**src/rtl/fetch_queue_pkg.sv**
```systemverilog
// Shared constants and payload types for the fetch-to-decode instruction queue.
package fetch_queue_pkg;

  localparam int unsigned BIN_DIG  = 32;
  localparam int unsigned FQ_PC_W  = 32;
  localparam int unsigned FQ_DEPTH = 4;

  typedef struct packed {
    logic [FQ_PC_W-1:0] pc;
    logic [BIN_DIG-1:0] inst;
  } fq_entry_t;

endpackage

```
**src/rtl/fetch_queue_if.sv**
```systemverilog
// Fetch/decode handshake bundle; slave is the queue, master is the fetch+decode side.
interface fetch_queue_if #(
  parameter int unsigned DEPTH  = fetch_queue_pkg::FQ_DEPTH,
  parameter int unsigned INST_W = fetch_queue_pkg::BIN_DIG,
  parameter int unsigned PC_W   = fetch_queue_pkg::FQ_PC_W
);

  localparam int unsigned CNT_W = $clog2(DEPTH) + 1;

  logic              in_valid;
  logic              in_ready;
  logic [PC_W-1:0]   in_pc;
  logic [INST_W-1:0] in_inst;
  logic              flush;
  logic              out_valid;
  logic              out_ready;
  logic [PC_W-1:0]   out_pc;
  logic [INST_W-1:0] out_inst;
  logic [CNT_W-1:0]  count;

  modport slave (
    input  in_valid, in_pc, in_inst, flush, out_ready,
    output in_ready, out_valid, out_pc, out_inst, count
  );

  modport master (
    output in_valid, in_pc, in_inst, flush, out_ready,
    input  in_ready, out_valid, out_pc, out_inst, count
  );

endinterface

```
**src/rtl/fq_mem.sv**
```systemverilog
// Entry storage: one synchronous write port, one asynchronous read port, no reset.
module fq_mem
  import fetch_queue_pkg::*;
#(
  parameter int unsigned DEPTH = FQ_DEPTH,
  localparam int unsigned AW   = $clog2(DEPTH)
) (
  input  logic          clk,
  input  logic          we,
  input  logic [AW-1:0] waddr,
  input  fq_entry_t     wdata,
  input  logic [AW-1:0] raddr,
  output fq_entry_t     rdata
);

  fq_entry_t mem [DEPTH];

  always_ff @(posedge clk) begin
    if (we) mem[waddr] <= wdata;
  end

  assign rdata = mem[raddr];

endmodule

```
**src/rtl/fetch_queue.sv**
```systemverilog
// In-order instruction buffer between fetch and decode with flush on redirect.
module fetch_queue
  import fetch_queue_pkg::*;
#(
  parameter int unsigned DEPTH  = FQ_DEPTH,
  parameter int unsigned INST_W = BIN_DIG,
  parameter int unsigned PC_W   = FQ_PC_W
) (
  input  logic          clk,
  input  logic          rst,
  fetch_queue_if.slave  q
);

  localparam int unsigned AW    = $clog2(DEPTH);
  localparam int unsigned CNT_W = AW + 1;

  logic [AW-1:0]    wr_ptr;
  logic [AW-1:0]    rd_ptr;
  logic [CNT_W-1:0] cnt;
  logic             empty;
  logic             full;
  logic             push;
  logic             pop;
  fq_entry_t        wdata;
  fq_entry_t        rdata;

  // Handshake qualifiers depend only on registered state, flush and rst, never on the far side.
  assign empty       = (cnt == '0);
  assign full        = (cnt == CNT_W'(DEPTH));
  assign q.in_ready  = !full  && !q.flush && !rst;
  assign q.out_valid = !empty && !q.flush && !rst;
  assign push        = q.in_valid  && q.in_ready;
  assign pop         = q.out_valid && q.out_ready;

  always_ff @(posedge clk) begin
    if (rst || q.flush) begin
      wr_ptr <= '0;
      rd_ptr <= '0;
      cnt    <= '0;
    end else begin
      if (push) wr_ptr <= wr_ptr + AW'(1);
      if (pop)  rd_ptr <= rd_ptr + AW'(1);
      case ({push, pop})
        2'b10:   cnt <= cnt + CNT_W'(1);
        2'b01:   cnt <= cnt - CNT_W'(1);
        default: cnt <= cnt;
      endcase
    end
  end

  assign wdata.pc   = FQ_PC_W'(q.in_pc);
  assign wdata.inst = BIN_DIG'(q.in_inst);

  fq_mem #(.DEPTH(DEPTH)) u_mem (
    .clk   (clk),
    .we    (push),
    .waddr (wr_ptr),
    .wdata (wdata),
    .raddr (rd_ptr),
    .rdata (rdata)
  );

  // Head is forced to zero whenever it is not presentable.
  assign q.out_pc   = q.out_valid ? PC_W'(rdata.pc)     : '0;
  assign q.out_inst = q.out_valid ? INST_W'(rdata.inst) : '0;
  assign q.count    = cnt;

endmodule

```
**src/flat_wrapper.sv**
```systemverilog
// flat-port wrapper written by rule: the top's interface ports become plain ports
module fetch_queue_flat import fetch_queue_pkg::*;
#(
  parameter int unsigned DEPTH  = FQ_DEPTH,
  parameter int unsigned INST_W = BIN_DIG,
  parameter int unsigned PC_W   = FQ_PC_W
)
  (clk, rst, q_in_valid, q_in_pc, q_in_inst, q_flush, q_out_ready, q_in_ready, q_out_valid, q_out_pc, q_out_inst, q_count);
  fetch_queue_if #(.DEPTH(DEPTH), .INST_W(INST_W), .PC_W(PC_W)) q_i ();
  input  logic clk;
  input  logic rst;
  input wire logic [$bits(q_i.in_valid)-1:0] q_in_valid;
  input wire logic [$bits(q_i.in_pc)-1:0] q_in_pc;
  input wire logic [$bits(q_i.in_inst)-1:0] q_in_inst;
  input wire logic [$bits(q_i.flush)-1:0] q_flush;
  input wire logic [$bits(q_i.out_ready)-1:0] q_out_ready;
  output wire logic [$bits(q_i.in_ready)-1:0] q_in_ready;
  output wire logic [$bits(q_i.out_valid)-1:0] q_out_valid;
  output wire logic [$bits(q_i.out_pc)-1:0] q_out_pc;
  output wire logic [$bits(q_i.out_inst)-1:0] q_out_inst;
  output wire logic [$bits(q_i.count)-1:0] q_count;
  assign q_i.in_valid = q_in_valid;
  assign q_i.in_pc = q_in_pc;
  assign q_i.in_inst = q_in_inst;
  assign q_i.flush = q_flush;
  assign q_i.out_ready = q_out_ready;
  assign q_in_ready = q_i.in_ready;
  assign q_out_valid = q_i.out_valid;
  assign q_out_pc = q_i.out_pc;
  assign q_out_inst = q_i.out_inst;
  assign q_count = q_i.count;
  fetch_queue #(.DEPTH(DEPTH), .INST_W(INST_W), .PC_W(PC_W)) u_core (.clk(clk), .rst(rst), .q(q_i));
endmodule
```
**config.mk**
```make
export PLATFORM = sky130hd
export DESIGN_NAME = fetch_queue_flat
export DESIGN_NICKNAME = d
export VERILOG_FILES = /design/src/rtl/fetch_queue_pkg.sv /design/src/rtl/fetch_queue_if.sv /design/src/rtl/fq_mem.sv /design/src/rtl/fetch_queue.sv /design/src/flat_wrapper.sv
export SDC_FILE = /design/constraint.sdc
export NUM_CORES = 1
export LEC_CHECK = 0
export CORE_MARGIN = 3
export CORE_UTILIZATION = 35
export DETAILED_ROUTE_END_ITERATION = 6
export GPL_ROUTABILITY_DRIVEN = 0
export SYNTH_ARGS = -nofsm -noshare
export SYNTH_HDL_FRONTEND = slang
export SYNTH_SLANG_ARGS = --single-unit
```
**constraint.sdc**
```tcl
create_clock -name clk -period 3.9 [get_ports clk]
set_clock_uncertainty 0.1 [all_clocks]
set_input_delay 0.975 -clock clk [delete_from_list [all_inputs] [get_ports clk]]
set_output_delay 0.975 -clock clk [all_outputs]
set_load 0.03 [all_outputs]
```
==> results_dict.tcl, run 1 <==
set metrics [dict create \
    outcome "finished clean" \
    cts_root_buf "clkbuf_16" \
    period_share_pct 96.6 \
    die_w_um 177 \
    drive_above_1_share_pct 29.7 \
    viasPerCell 4.77 \
    netlist.area_leader.share_pct 75.1 \
    tightest_slew_ns 0.597 \
    finalHoldViolCount 0 \
    cts_hold_buf 0 \
    grt_max_degree 38 \
    vias 4846 \
    rsz0062_at_grt "no" \
    synth-seq-area-share_pct 76.9 \
    syn_area_mm2 0.0102 \
    post-cts-setup-buffers 0 \
    holdCritPathClass "reg -> reg" \
    crit_chain "clkdlybuf4s50_1 > nor2_1 > o31ai_4 > nor2b_1 > clkdlybuf4s50_1" \
    grt_pass1_wl_um 30300 \
    fp-row-count 61 \
    dieArea_mm2 0.0313 \
    fin_cells 1015 \
    yosysWarnings 0 \
    cts_made_buffers 27 \
    max_stage_delay_ns 0.69 \
    crit_slowest_cell "clkdlybuf4s50_1" \
    power.density_mw_per_mm2 443 \
    ioPinCount 138 \
    ys_ff_latch 265 \
    dpl.hpwl_um 11700 \
    grt.overflow.total 0 \
    wl_um 19300 \
    post-synth-top-area-cell "edfxtp_1" \
    antenna_left 0 \
    crit_fanout 6 \
    synthesis.nets 535 \
    leakagePower_nw 4.07 \
    start_kind "primary input" \
    finalMaxSlewViolations 0 \
    clkSinkCount 265 \
    yosysMostFrequentCell "edfxtp_1" \
    design_area_mm2 0.0128 \
    min_period_ns 3.77 \
    die-height_um 177 \
    dp.cells 967 \
    grt_pass1_vias 5439 \
    relSlewSlack_pct 60.2 \
    utilization_pct 45.3 \
    avgSynthCellArea_um2 22.2 \
    cp_data_required_time_ns 2.82 \
    synthArstFlopShare_pct 0 \
    synth.distinct_cells 31 \
    clk_latency_ns 0.51 \
    setup_viol 0 \
    crit_top_cell "clkdlybuf4s50_1" \
    synth.top_cells.by_area "edfxtp_1 75%, mux4_2 14%, nor2b_1 3.9%" \
    cts_tree "built" \
    antenna_found_initial 0 \
    io_buffers 137 \
    ys_top_cells_by_count "256 x edfxtp_1, 64 x mux4_2, 63 x nor2b_1, 9 x dfxtp_1, 8 x nor2_1" \
    syn_inst 460 \
    wire_per_inst_um 19.1 \
    dpl_cell_area_mm2 0.0120 \
    synth_edf_count 256 \
    max-vdd-ir-drop_mv 0.203 \
    ctsResizeCount 0 \
    max_freq_ghz 0.265 \
    fin_tns_setup_ns 0 \
    fin_nets 693 \
    drv_cap 0 \
    critical_path_buf_inv_count 2 \
    drt-pass1-iter-count 4 \
    drtIter0Drc 254 \
    start_util_pct 36.1 \
    htreeDepth 1 \
    critical_path_class "in -> out" \
    synth-main-ff-cell "edfxtp_1" \
    clockBufferDepth 3 \
    clkTransAtPathRegs_ns 0.05 \
    antennaDiodeCount 0 \
    track_usage_pct 12.4 \
    drc 0 \
    critical_path.top_delay_family "buffers and inverters" \
    cp_data_arrival_time_ns 2.69 \
    end_kind "output pin" \
    core_mm2 0.0283 \
    syn2layout_area_growth_pct 25.2 \
]
-- cells in the final DEF (no fill, tap or decap), drive strengths merged --
master | synthesis | layout
nor2b | 64 | 64
mux4 | 64 | 64
nand2 | 1 | 1
o21ai | 1 | 1
nand3 | 1 | 1
or3 | 1 | 1
and2 | 2 | 2
ha | 5 | 5
clkbuf | 8 | 39
buf | 14 | 75
clkdlybuf4s50 | 0 | 76
clkinv | 0 | 8
nor3b | 1 | 1
xor2 | 4 | 4
dfxtp | 9 | 9
a21oi | 2 | 2
or3b | 1 | 1
o31ai | 3 | 3
nor2 | 8 | 8
fa | 1 | 1
mux2i | 1 | 1
or2 | 1 | 1
edfxtp | 256 | 256
o311ai | 1 | 1
and3 | 4 | 4
inv | 7 | 8
-- power by group --
group | internal, W | total, W | switching [W]
combinational | 0.000104 | 0.000186 | 0.0000824
clock | 0.00135 | 0.00233 | 0.000981
sequential | 0.00315 | 0.00316 | 0.00000815
total | 0.00460 | 0.00567 | 0.00107
-- path summary, 6_finish.rpt --
path	startpoint	end	slack (ns)	cells after the start
min	u_core.wr_ptr[0]$_SDFFE_PP0P_	u_core.wr_ptr[0]$_SDFFE_PP0P_	0.43	2
max reg2reg	u_core.q.count[2]$_SDFFE_PP0P_	u_core.q.count[2]$_SDFFE_PP0P_	1.26	9
max	rst	q_out_pc[26]	0.13	5
min reg2reg	u_core.wr_ptr[0]$_SDFFE_PP0P_	u_core.wr_ptr[0]$_SDFFE_PP0P_	0.43	2
-- layer usage --
layer | wire length (µm) | share of wire (%) | up-vias | track usage, %
met2 | 9580 | 50 | 116 | 21.1
li1 | - | - | 2180 | -
met4 | 264 | 1.4 | 0 | 2.78
met5 | 0 | 0 | - | 0
met1 | 8370 | 43 | 2525 | 16.4
met3 | 1130 | 5.8 | 25 | 2.87
-- stage by stage --
step	hold slack, ns	worst slack [ns]	total power (W)
3_3_place_gp	0.400	0.163	0.00340
2_1_floorplan	0.375	0.399	0.00329
6_report	0.427	0.131	0.00567
5_1_grt	0.478	0.0652	0.00589
3_5_place_dp	0.418	0.119	0.00341
4_1_cts	0.427	0.0986	0.00577
-- state kept, by name, summed over array words and instances (netlist names), named ones only --
signal / flops
u_core.wr_ptr: 2
u_core.q.count: 3
u_core.u_mem.mem: 256
u_core.rd_ptr: 2
-- cells by family (layout without fill, tap and decap cells) --
| kind of cell | Yosys count | after routing | share of synthesized area (%) |
|---|---|---|---|
| flip-flops | 265 | 265 | 76.9 |
| AND/OR/NAND/NOR | 84 | 84 | 5.06 |
| multiplexers | 65 | 65 | 14.2 |
| buffers and inverters | 29 | 206 | 2.19 |
| AO/OA/AOI/OAI | 7 | 7 | 0.550 |
| adder cells (fa/ha/maj) | 6 | 6 | 0.807 |
| XOR/XNOR | 4 | 4 | 0.342 |
-- worst min-delay path, stage by stage (launching register included) --
cell and delay [ns]:
dfxtp_1 0.35, nand2_1 0.07, mux2i_1 0.06
-- final cells by class --
class                      count  area (µm²)
tap                          378         473
inverter                       7        26.3
multi-input combinational    166        2170
clock buffer                  39         761
sequential                   265        7880
fill                        2393       15500
timing repair buffer         151        1460
clock inverter                 9        48.8
Note: power is estimated with default switching activity, not from simulation.
==> run 2, diff against run 1 <==
ABC_AREA = 1   (was unset)
TNS_END_PERCENT = 20   (was unset)
==> run 2 against run 1 <==
Against the previous run: worst hold slack lost 0.046 ns; flip-flop and latch count unchanged; via count grew 35%; area after synthesis rose by 2.0%; critical path depth increased by 1; synthesized cell count is 80% higher; cell count up 34%; non-clock buffer count rose by 2.
==> results_dict.tcl, run 2 <==
set metrics [dict create \
    synth.distinct_cells 20 \
    io_buffers 137 \
    die_w_um 179 \
    finalHoldViolCount 0 \
    drc 0 \
    core_mm2 0.0291 \
    ioPinCount 138 \
    regArea_mm2 0.00787 \
    max_freq_ghz 0.292 \
    layout.cells.most_common_list "264 x nor2_1, 256 x edfxtp_1, 121 x o21ai_0" \
    critical_path.top_delay_family "buffers and inverters" \
    synth_edf_count 256 \
    cts_root_buf "clkbuf_16" \
    synth-seq-area-share_pct 75.3 \
    wl_um 23000 \
    start_kind "primary input" \
    drive_above_1_share_pct 13.2 \
    htreeDepth 1 \
    clk_latency_ns 0.53 \
    largest_reg_flops 256 \
    end_kind "output pin" \
    max-vdd-ir-drop_mv 0.315 \
    p_comb_share_pct 3.4 \
    syn_area_mm2 0.0104 \
    intPower_w 0.00454 \
    crit_fanout 18 \
    final_common_cell "nor2_1" \
    fin_cells 1365 \
    clockBufferDepth 3 \
    place_ws_ns 0.457 \
    antenna_left 0 \
    min_period_ns 3.43 \
    fin_ws_ns 0.471 \
    period_share_pct 87.9 \
    netlist.area_leader.share_pct 73.6 \
    crit_chain "clkdlybuf4s50_1 > nor2_1 > nand2_2 > buf_4 > a21oi_1 > buf_4" \
    max_stage_delay_ns 0.40 \
    grt.overflow.total 0 \
    fill_cells 2588 \
    ys_top_cells_by_count "268 x nor2_1, 256 x edfxtp_1, 121 x o21ai_0, 69 x a21oi_1, 17 x inv_1" \
    clkPwrFrac_pct 41.1 \
    fin_nets 1036 \
    ys_ff_latch 265 \
    yosysWarnings 0 \
    holdWs_ns 0.381 \
    cp_data_arrival_time_ns 2.35 \
    grt_pass1_wl_um 35000 \
    tightest_slew_ns 0.902 \
    synth.top_cells.by_area "edfxtp_1 74%, nor2_1 9.6%, o21ai_0 5.8%" \
    synthesis.nets 902 \
    finalMaxSlewViolations 0 \
    synth-main-ff-cell "edfxtp_1" \
    cts_hold_buf 0 \
    swShare_pct 20.0 \
    ctsResizeCount 0 \
    multi_input_area_mm2 0.00221 \
    setup_viol 0 \
    outcome "finished clean" \
    power.density_mw_per_mm2 440 \
    cts_tree "built" \
    syn_inst 827 \
    dieArea_mm2 0.0319 \
    die-height_um 179 \
    antenna_found_initial 1 \
    fin_tns_setup_ns 0 \
    crit_top_cell "buf_4" \
    cts_made_buffers 28 \
    start_util_pct 35.9 \
    syn2layout_area_growth_pct 23.6 \
    finalPower_w 0.00568 \
    regMostFlops "u_core.u_mem.mem" \
    dp.cells 1315 \
    cp_data_required_time_ns 2.82 \
    viasPerCell 4.79 \
    critical_path_class "in -> out" \
    p_sw_w 0.00113 \
    fp-row-count 62 \
    clkSinkCount 265 \
    synthArstFlopShare_pct 0 \
    dpl.hpwl_um 12600 \
    leakagePower_nw 4.47 \
    track_usage_pct 14.2 \
    yosysMostFrequentCell "nor2_1" \
    grt_pass1_vias 6393 \
    post-synth-top-area-cell "edfxtp_1" \
    drv_cap 0 \
    drt-pass1-iter-count 4 \
    p_seq_share_pct 55.5 \
    clkTransAtPathRegs_ns 0.05 \
    holdCritPathClass "reg -> reg" \
    vias 6543 \
    wire_per_inst_um 16.8 \
    drtIter0Drc 377 \
    post-cts-setup-buffers 0 \
    relSlewSlack_pct 39.9 \
    rsz0062_at_grt "no" \
    avgSynthCellArea_um2 12.6 \
    critical_path_buf_inv_count 3 \
    crit_slowest_cell "clkdlybuf4s50_1" \
    grt_max_degree 129 \
]
-- run 2: power by group through the flow --
stage	registers, W	clock network, W	logic [W]
final	0.00315	0.00233	0.000192
after global routing	0.00315	0.00252	0.000211
after CTS	0.00315	0.00240	0.000194
after detailed placement	0.00321	0	0.000194
after global placement	0.00321	0	0.000190
after floorplan	0.00322	0	0.0000610
-- run 2: cells by family after synthesis --
logic type                 after synthesis  synth area share (%)
AOI/OAI and AO/OA                      200                  9.58
adders and majority gates                6                 0.791
buffers and inverters                   68                  3.80
DFF                                    265                  75.3
and+or+nand+nor                        288                  10.5
-- run 2: final timing paths --
| path | slack [ns] | cells after the start | from | endpoint |
|---|---|---|---|---|
| max | 0.47 | 6 | rst | q_out_pc[20] |
| min | 0.38 | 2 | u_core.rd_ptr[1]$_SDFFE_PP0P_ | flop |
| max reg2reg | 1.66 | 11 | u_core.q.count[1]$_SDFFE_PP0P_ | u_core.q.count[2]$_SDFFE_PP0P_ |
| min reg2reg | 0.38 | 2 | u_core.rd_ptr[1]$_SDFFE_PP0P_ | flop |
-- run 2: tightest hold or removal path, cell delays in order, from the launching register on --
cell and delay, ns:
dfxtp_1 0.31, nand2_1 0.06, a21oi_1 0.07
-- run 2: cell type report --
cell class / instances / area share [%]
flip-flops and latches: 265 / 61.0
multi-input cells: 494 / 17.1
repair buffers: 153 / 11.3
clock buffers: 33 / 5.57
well taps: 384 / 3.72
clock inverters: 16 / 0.669
inverters: 19 / 0.562
diodes: 1 / 0.0194
-- run 2: stage by stage --
step           area (µm²)  util, %
2_1_floorplan       10400        -
3_3_place_gp        12100     41.6
3_5_place_dp        12100     41.6
4_1_cts             12900     44.4
5_1_grt             12900     44.4
6_report            12900     44.4
-- run 2: per-layer routing --
metal | global-route usage (%) | up-vias | part of all wire, %
li1 | - | 3182 | -
met1 | 18.6 | 3164 | 44
met2 | 24.4 | 153 | 49
met3 | 2.39 | 42 | 4.9
met4 | 3.67 | 2 | 2.4
met5 | 0 | - | 0.087
==> run 3, diff against run 2 <==
PLACE_DENSITY = 0.65   (was unset)
==> run 3 against run 2 <==
Against the previous run: worst setup slack got worse by 0.23 ns; routed wire length down 1.6%; first-iteration DRC count rose by 24%; core utilization is 0.22 points higher; count of clock-buffer cells in the layout is 1 higher; clock power is 9.9% higher; largest cell class unchanged.
==> results_dict.tcl, run 3 (same netlist as run 2, synthesis figures left out) <==
set metrics [dict create \
    finalHoldViolCount 0 \
    critical_path_class "in -> out" \
    dieArea_mm2 0.0319 \
    grt.overflow.total 0 \
    grt_max_degree 66 \
    final_common_cell "nor2_1" \
    cp_data_arrival_time_ns 2.59 \
    regMostFlops "u_core.u_mem.mem" \
    worstHoldStart "u_core.rd_ptr[1]$_SDFFE_PP0P_" \
    holdWs_ns 0.418 \
    r2r-start "u_core.q.count[1]$_SDFFE_PP0P_" \
    rr_worst_depth 11 \
    core_mm2 0.0291 \
    htreeDepth 1 \
    rrSetupSlack_ns 1.66 \
    relSlewSlack_pct 42.1 \
    fin_nets 1035 \
    start_util_pct 35.9 \
    clkTransAtPathRegs_ns 0.06 \
    holdCritPathClass "reg -> reg" \
    hold_depth 2 \
    fin_tns_setup_ns 0 \
    rr_endpoint "u_core.q.count[2]$_SDFFE_PP0P_" \
    largest_reg_flops 256 \
    max-vdd-ir-drop_mv 0.384 \
    vias 6501 \
    wl_um 22600 \
    min_period_ns 3.66 \
    leakagePower_nw 4.50 \
    ctsResizeCount 0 \
    antennaDiodeCount 0 \
    track_usage_pct 14.0 \
    drc 0 \
    dpl.hpwl_um 12500 \
    drive_above_1_share_pct 13.2 \
    setup_viol 0 \
    outcome "finished clean" \
    grt_pass1_wl_um 35100 \
    die-height_um 179 \
    wire_per_inst_um 16.6 \
    cts_hold_buf 0 \
    clkSinkCount 265 \
    cts_root_buf "clkbuf_16" \
    io_buffers 137 \
    post-cts-setup-buffers 0 \
    drtIter0Drc 467 \
    gr-usage-met3_pct 2.56 \
    cp_data_required_time_ns 2.82 \
    cts_tree "built" \
    rsz0062_at_grt "no" \
    viasPerCell 4.77 \
    clockBufferDepth 3 \
    max_freq_ghz 0.273 \
    syn2layout_area_growth_pct 24.2 \
    end_kind "output pin" \
    antenna_left 0 \
    busiest_layer "met2" \
    clk_latency_ns 0.52 \
    drv_cap 0 \
    drt-pass1-iter-count 4 \
    crit_fanout 3 \
    ioPinCount 138 \
    cts_made_buffers 27 \
    fp-row-count 62 \
    finalMaxSlewViolations 0 \
    period_share_pct 93.9 \
    start_kind "primary input" \
    tightest_slew_ns 0.868 \
    layout.cells.most_common_list "264 x nor2_1, 256 x edfxtp_1, 121 x o21ai_0" \
    die_w_um 179 \
    power.density_mw_per_mm2 455 \
    met2_usage_pct 23.8 \
    use_met1_pct 18.6 \
    antenna_found_initial 0 \
    grt_pass1_vias 6461 \
]
run 3: cell types whose count changed in the layout (fill, tap and decap cells not counted), sizes merged:
cell and delta:
clkinvlp -1, buf -1, clkdlybuf4s50 +1, diode -1, bufinv +4, clkbuf +1
clkinv -4
run 3: per-layer routing:
layer / vias up / share of wire (%)
met5: - / 0
met4: 0 / 2.2
met3: 39 / 5.2
met2: 150 / 48
met1: 3135 / 44
li1: 3177 / -
run 3: where the power goes:
part	switching, W	leakage (nW)	internal (W)
Clock	0.00102	0.425	0.00154
Sequential	0.00000615	2.39	0.00315
Combinational	0.000101	1.68	0.0000889
Total	0.00113	4.50	0.00477
run 3: layout make-up:
type	count	area, µm²
fillers	2640	16100
flip-flops and latches	265	7870
multi-input cells	494	2210
repair buffers	153	1450
clock buffers	34	702
well taps	384	480
clock inverters	15	179
inverters	19	72.6
run 3: worst max-delay path by stage:
stage	start	endpoint	slack, ns
6_report	rst	q_in_ready	0.24
5_1_grt	rst	q_in_ready	0.16
4_1_cts	rst	q_in_ready	0.25
3_5_place_dp	rst	q_in_ready	0.27
3_3_place_gp	rst	q_in_ready	0.29
2_1_floorplan	rst	u_core.u_mem.mem[0][0]$_DFFE_PP_	-0.81
run 3: worst max-delay path: stages:
cell	delay, ns
clkdlybuf4s50_1	0.41
nor2_1	0.20
inv_1	0.09
a21oi_1	0.20
clkdlybuf4s50_1	0.71
run 3: per-stage QoR:
step	power [W]	worst slack, ns	instances	util, %	area [µm²]
finish	0.00590	0.239	1364	44.6	13000
global route	0.00609	0.163	1364	44.6	13000
CTS	0.00597	0.249	1364	44.6	13000
detailed placement	0.00340	0.269	1315	41.6	12100
global placement	0.00340	0.288	1315	41.6	12100
floorplan	0.00328	-0.810	827	-	10400
